<file path="src/rtl/mem_stage.sv">
// ----------------------------------------------------------------------------
// mem_stage : memory-access pipeline stage placed directly after execute.
//
// Performs LW/LH/LD/SW/SH/SD over a req/ack data-memory bus that may insert
// any number of wait states. Stalls execute (IsStall) while an access is in
// flight. Non-memory instructions pass through with one cycle of latency.
//
// Instruction encoding: opcode lives in IR[WIDTH-1 -: 6].
//   NOP=6'h00  LW=6'h10  LH=6'h11  LD=6'h12  SW=6'h18  SH=6'h19  SD=6'h1A
//
// Ports:
//   clk, rst_n            clock (posedge) and asynchronous active-low reset
//   IR_in/PC_in/Z_in      instruction, PC and result/store data from execute
//   Addr_in               effective byte address from execute
//   IsStall               high while an access is outstanding
//   IR_out/PC_out/Z_out   instruction, PC and Z to writeback
//   LMD, LMD_hi           loaded data (LMD_hi only non-zero for LD)
//   MemErr                one-cycle pulse on misaligned access (or timeout)
//   dm_req/dm_we/dm_addr/dm_wdata/dm_be   data-memory request side
//   dm_ack/dm_rdata       data-memory response side
//
// Optional build macro: MEM_TIMEOUT_EN
//   Defined  : an access that waits TIMEOUT_CYC cycles without dm_ack is
//              abandoned, MemErr pulses and IR_out becomes NOP.
//   Undefined: the stage waits for dm_ack indefinitely.
// ----------------------------------------------------------------------------
module mem_stage #(
   parameter int WIDTH       = 32,
   parameter int TIMEOUT_CYC = 255
) (
   input  logic             clk,
   input  logic             rst_n,
   input  logic [WIDTH-1:0] IR_in,
   input  logic [WIDTH-3:0] PC_in,
   input  logic [WIDTH-1:0] Z_in,
   input  logic [WIDTH-1:0] Addr_in,
   output logic             IsStall,
   output logic [WIDTH-1:0] IR_out,
   output logic [WIDTH-3:0] PC_out,
   output logic [WIDTH-1:0] Z_out,
   output logic [WIDTH-1:0] LMD,
   output logic [WIDTH-1:0] LMD_hi,
   output logic             MemErr,
   output logic             dm_req,
   output logic             dm_we,
   output logic [WIDTH-1:0] dm_addr,
   output logic [WIDTH-1:0] dm_wdata,
   output logic [3:0]       dm_be,
   input  logic             dm_ack,
   input  logic [WIDTH-1:0] dm_rdata
);

   localparam logic [5:0] OP_NOP = 6'h00;
   localparam logic [5:0] OP_LW  = 6'h10;
   localparam logic [5:0] OP_LH  = 6'h11;
   localparam logic [5:0] OP_LD  = 6'h12;
   localparam logic [5:0] OP_SW  = 6'h18;
   localparam logic [5:0] OP_SH  = 6'h19;
   localparam logic [5:0] OP_SD  = 6'h1A;

   localparam logic [WIDTH-1:0] NOP_IR = {OP_NOP, {(WIDTH-6){1'b0}}};
   localparam int               HW     = WIDTH / 2;

   typedef enum logic [1:0] {IDLE, ACC1, ACC2} state_t;

   function automatic logic is_mem(input logic [5:0] op);
      return op inside {OP_LW, OP_LH, OP_LD, OP_SW, OP_SH, OP_SD};
   endfunction

   function automatic logic is_store(input logic [5:0] op);
      return op inside {OP_SW, OP_SH, OP_SD};
   endfunction

   function automatic logic is_half(input logic [5:0] op);
      return op inside {OP_LH, OP_SH};
   endfunction

   function automatic logic is_dbl(input logic [5:0] op);
      return op inside {OP_LD, OP_SD};
   endfunction

   function automatic logic aligned(input logic [5:0] op, input logic [2:0] a);
      logic ok;
      if (is_dbl(op))       ok = (a == 3'b000);
      else if (is_half(op)) ok = ~a[0];
      else                  ok = (a[1:0] == 2'b00);
      return ok;
   endfunction

   // Pick the halfword lane chosen by Addr[1] and sign-extend it.
   function automatic logic [WIDTH-1:0] half_sext(input logic [WIDTH-1:0] w,
                                                  input logic             hi);
      logic [HW-1:0] h;
      h = hi ? w[WIDTH-1:HW] : w[HW-1:0];
      return {{HW{h[HW-1]}}, h};
   endfunction

   state_t           state, state_nxt;
   logic [5:0]       op_in, op_p0;
   logic [WIDTH-1:0] ir_p0, z_p0, lmd_lo_p1;
   logic [WIDTH-3:0] pc_p0;
   logic [WIDTH-3:0] waddr_p0;
   logic             lane_p0;
   logic [WIDTH-1:0] word_addr;
   logic             in_idle, pass_thru, start, misalign, last_beat, timeout;

   assign op_in     = IR_in[WIDTH-1 -: 6];
   assign op_p0     = ir_p0[WIDTH-1 -: 6];
   assign in_idle   = (state == IDLE);
   assign pass_thru = in_idle && !is_mem(op_in);
   assign start     = in_idle &&  is_mem(op_in) &&  aligned(op_in, Addr_in[2:0]);
   assign misalign  = in_idle &&  is_mem(op_in) && !aligned(op_in, Addr_in[2:0]);
   // LD/SD complete on the second beat; single-beat ops on the first.
   assign last_beat = dm_ack && ((state == ACC2) ||
                                 ((state == ACC1) && !is_dbl(op_p0)));

`ifdef MEM_TIMEOUT_EN
   localparam int               CNT_W    = $clog2(TIMEOUT_CYC + 1);
   localparam logic [CNT_W-1:0] CNT_LAST = CNT_W'(TIMEOUT_CYC - 1);

   logic [CNT_W-1:0] wait_cnt;

   // Counts consecutive un-acked cycles of the current beat.
   always_ff @(posedge clk or negedge rst_n) begin
      if (!rst_n)                wait_cnt <= '0;
      else if (in_idle || dm_ack) wait_cnt <= '0;
      else                        wait_cnt <= wait_cnt + CNT_W'(1);
   end

   assign timeout = !in_idle && !dm_ack && (wait_cnt == CNT_LAST);
`else
   assign timeout = 1'b0;

   // TIMEOUT_CYC only matters when the timeout is built in.
   if (TIMEOUT_CYC < 1) begin : g_timeout_param_unused
   end
`endif

   // ---- control: state register ----
   always_ff @(posedge clk or negedge rst_n) begin
      if (!rst_n) state <= IDLE;
      else        state <= state_nxt;
   end

   always_comb begin
      state_nxt = state;
      case (state)
         IDLE: if (start) state_nxt = ACC1;
         ACC1: begin
            if (dm_ack)       state_nxt = is_dbl(op_p0) ? ACC2 : IDLE;
            else if (timeout) state_nxt = IDLE;
         end
         ACC2: if (dm_ack || timeout) state_nxt = IDLE;
         default: state_nxt = IDLE;
      endcase
   end

   // ---- p0: access context captured when a memory op is accepted ----
   always_ff @(posedge clk) begin
      if (start) begin
         ir_p0    <= IR_in;
         pc_p0    <= PC_in;
         z_p0     <= Z_in;
         waddr_p0 <= Addr_in[WIDTH-1:2];
         lane_p0  <= Addr_in[1];
      end
      // ---- p1: low word of an LD held until the second beat returns ----
      if ((state == ACC1) && dm_ack) lmd_lo_p1 <= dm_rdata;
   end

   // ---- bus drive: a function of state and captured context only ----
   assign word_addr = {waddr_p0, 2'b00};
   assign IsStall   = !in_idle;

   always_comb begin
      dm_req   = 1'b0;
      dm_we    = 1'b0;
      dm_addr  = '0;
      dm_wdata = '0;
      dm_be    = 4'b0000;
      if (!in_idle) begin
         dm_req  = 1'b1;
         dm_we   = is_store(op_p0);
         dm_addr = (state == ACC2) ? word_addr + WIDTH'(4) : word_addr;
         dm_be   = is_half(op_p0) ? (lane_p0 ? 4'b1100 : 4'b0011) : 4'b1111;
         if (is_store(op_p0)) begin
            if (is_half(op_p0))     dm_wdata = {z_p0[HW-1:0], z_p0[HW-1:0]};
            else if (state == ACC1) dm_wdata = z_p0;
            // SD second beat: no 64-bit source, high word is zero.
         end
      end
   end

   // ---- writeback outputs ----
   always_ff @(posedge clk or negedge rst_n) begin
      if (!rst_n) begin
         IR_out <= NOP_IR;
         PC_out <= '0;
         Z_out  <= '0;
         LMD    <= '0;
         LMD_hi <= '0;
         MemErr <= 1'b0;
      end else begin
         MemErr <= 1'b0;
         if (pass_thru || misalign) begin
            IR_out <= misalign ? NOP_IR : IR_in;
            PC_out <= PC_in;
            Z_out  <= Z_in;
            LMD    <= '0;
            LMD_hi <= '0;
            MemErr <= misalign;
         end else if (last_beat) begin
            IR_out <= ir_p0;
            PC_out <= pc_p0;
            Z_out  <= z_p0;
            LMD    <= '0;
            LMD_hi <= '0;
            case (op_p0)
               OP_LW: LMD <= dm_rdata;
               OP_LH: LMD <= half_sext(dm_rdata, lane_p0);
               OP_LD: begin
                  LMD    <= lmd_lo_p1;
                  LMD_hi <= dm_rdata;
               end
               default: ;
            endcase
         end else if (timeout) begin
            IR_out <= NOP_IR;
            PC_out <= pc_p0;
            Z_out  <= z_p0;
            LMD    <= '0;
            LMD_hi <= '0;
            MemErr <= 1'b1;
         end
      end
   end

endmodule
</file>
<file path="config.mk">
export PLATFORM = sky130hd
export DESIGN_NAME = mem_stage
export DESIGN_NICKNAME = d
export VERILOG_FILES = /design/src/rtl/mem_stage.sv
export SDC_FILE = /design/constraint.sdc
export NUM_CORES = 1
export LEC_CHECK = 0
export ABC_AREA = 1
export CAP_MARGIN = 15
export CELL_PAD_IN_SITES_DETAIL_PLACEMENT = 1
export CELL_PAD_IN_SITES_GLOBAL_PLACEMENT = 1
export CORE_ASPECT_RATIO = 0.8
export CORE_UTILIZATION = 30
export DETAILED_ROUTE_END_ITERATION = 6
export PLACE_DENSITY_LB_ADDON = 0.1
export SLEW_MARGIN = 15
export SYNTH_ARGS = -nofsm -noshare
export SYNTH_HDL_FRONTEND = slang
export SYNTH_SLANG_ARGS = --single-unit
</file>
<file path="constraint.sdc">
create_clock -name clk -period 5.2 [get_ports clk]
set_input_delay 0.78 -clock clk [delete_from_list [all_inputs] [get_ports clk]]
set_output_delay 0.78 -clock clk [all_outputs]
set_load 0.05 [all_outputs]
</file>
==> results.txt <==
sequential area share after synthesis -> 58.9%
post-CTS setup buffer count -> 0
H-tree levels -> 2
Power per Cell Area -> 308 nW/um^2
worst setup margin -> 0.579 ns
Synth area leader -> edfxtp_1
Tmin final -> 4.62 ns
Post-Syn Instances -> 1665
CTS Buf Count -> 38
share of post-route cells with drive strength above 1 -> 6.35%
via count -> 13.3k
commonest non-fill, non-tap cell in the layout -> nand2_1
largest net degree at the start of global routing -> 98
Root Driver -> clkbuf_16
CP most frequent cell -> nor2_2
Critical Path RT -> 4.42 ns
final instance area -> 20600 sq um
worst slew margin relative to its limit -> 28.1%
GP Congestion -> 0.866
DRC viols -> 0
first drt pass iteration count -> 5
Leakage -> 0.00870 uW
startpoint types -> flop
Site Rows -> 72
max cap viols -> 0
maximum vdd drop -> 0.194 mV
RSZ-0062 raised after global routing -> false
Max Clock Freq -> 0.216 GHz
library cells used by synthesis -> 39
routed vias/inst -> 4.99
Worst Setup SP -> ir_p0[31]
switching power -> 1750 uW
Initial Utilization -> 30.6%
core area -> 48600 sq um
reg2reg path depth -> 8
Synth area leaders -> edfxtp_1 (32%), dfrtp_1 (27%), nand2_1 (14%)
Crit. End Element -> output port
Avg Cell Area, Syn -> 8.92 sq um
vias in the first global route -> 14.2k
initial antenna violation count -> 7
PostCTS Resize Cnt -> 0
clock latency on the worst-skew pair -> 0.54 ns
reg2reg setup slack -> 1.44 ns
Mapped Area -> 14900 sq um
max-slew violations -> 0
commonest cells after routing, fill and taps aside -> nand2_1 (560), clkdlybuf4s50_1 (370), nand3_1 (163)
Final period util -> 88.9%
endpoints failing hold -> 0
first-pass GRT wire length -> 87.5 mm
cts hold-fix bufs -> 0
CTS tree -> built
CP arrival -> 3.84 ns
Final setup viols -> 0
pre-CTS setup slack -> 1.11 ns
Initial DRC Count -> 666
Critical R2R Capture -> Z_out[15]
clk buf depth -> 3
Internal -> 4590 uW
DIE AREA -> 50400 sq um
IO Port Bufs -> 388
Final Power -> 6350 uW
Worst Hold Class -> in2async
Slew @ Worst Pin -> 1.08 ns
CP bufs+invs -> 3
Switching Fraction -> 27.6%
fin util -> 42.5%
Clock Pin Slew Worst Setup and Hold Paths -> 0.06 ns
nets -> 2166
Routed WL per cell -> 21.3 microns
area of placed instances -> 19400 sq um
detailed placement HPWL -> 37.8 mm
YS warnings -> 0
CP cell instances -> nor2_2 > buf_4 > o211ai_1 > nor2_2 > clkinv_1 > a211oi_1 > buf_12
slowest stage cell, crit path -> clkinv_1
post-route ant nets -> 0
Die Wd -> 251 microns
Worst Path Class, Setup -> reg2out
largest delay contributor family on the critical path -> buffers and inverters
Fin Setup TNS -> 0 ns
Post-Route WL -> 56.7 mm
clock sink count -> 318
status -> finished clean
logic gate share of total power -> 14.4%
Die Y -> 201 microns
Clock Power Share -> 41.6%
clock skew -> 0.0176 ns
top cell type's share of synthesized area -> 31.7%
Tot GR Track Use -> 22.6%
portion of total power attributed to sequential cells -> 44.0%
max incr delay on CP -> 0.79 ns
Area Growth Syn to Fin -> 38.8%
residual overflow from global routing -> 0
Crit path depth -> 7
total I/O pin count -> 391
crit-path max FO -> 34
reg-to-reg startpoint -> state[0]
synthesized flop and latch total -> 318
layout make-up:
cell class / count / area [sq um]
Timing Repair Buffer: 405 / 4210
Clock inverter: 12 / 90.1
Sequential cell: 318 / 8740
Multi-Input combinational cell: 1103 / 5130
Clock buffer: 57 / 1120
Inverter: 138 / 526
Fill cell: 5543 / 27900
Antenna cell: 3 / 7.51
Tap cell: 629 / 787
through the flow:
step	hold slack [ns]	instances
final	0.233	2665
after floorplan	0.442	1666
after global routing	0.263	2665
after global placement	0.446	2593
after CTS	0.240	2662
after detailed placement	0.457	2593
routing by layer:
metal	GRT usage, %	vias to the layer above	routed length, microns
met5	0	-	55
met2	35.6	312	26200
met4	7.14	8	1430
met3	5.86	92	3370
met1	30.2	6660	25700
li1	-	6226	-
worst max path at each step:
| stage | end |
|---|---|
| detailed placement | dm_wdata[30] |
| floorplan | ir_p0[0] |
| global placement | dm_addr[28] |
| CTS | dm_wdata[30] |
| finish | dm_wdata[30] |
| global route | dm_wdata[30] |
cell families (layout without fill, tap and decap cells):
kind of cell | Yosys count | after routing | synth area share [%]
compound gates | 83 | 83 | 3.15
flops | 318 | 318 | 58.9
fa+ha+maj | 1 | 1 | 0.0842
simple gates | 1009 | 1009 | 30.6
xor+xnor | 8 | 8 | 0.472
other cells | 1 | 5 | 0.0252
buf+inv | 245 | 612 | 6.84
cell usage after synthesis, drive strengths merged:
library cell and n:
nand2 566, nand3 164, dfrtp 161, edfxtp 157
inv 137, nand4 133, nor2 101, buf 58
clkbuf 49, o21ai 39, a21oi 28, nand3b 27
nor3 8, or2 8, o211ai 7, a21boi 6
xor2 6, a211oi 2, xnor2 2, a22o 1
and3 1, clkinv 1, conb 1, ha 1
nor3b 1
state kept, by name (all words and copies together), names as in the netlist, 30 cells and up:
signal     count
IR_out        32
LMD           32
LMD_hi        32
Z_out         32
ir_p0         32
lmd_lo_p1     32
z_p0          32
PC_out        30
pc_p0         30
waddr_p0      30
power by group through the flow:
stage	sequential (uW)	clock, uW	combinational, uW
5_1_grt	2800	2820	973
6_report	2790	2640	914
3_3_place_gp	2840	0	914
2_1_floorplan	3100	0	212
3_5_place_dp	2840	0	923
4_1_cts	2790	2730	926
Note: power is estimated with default switching activity, not from simulation.
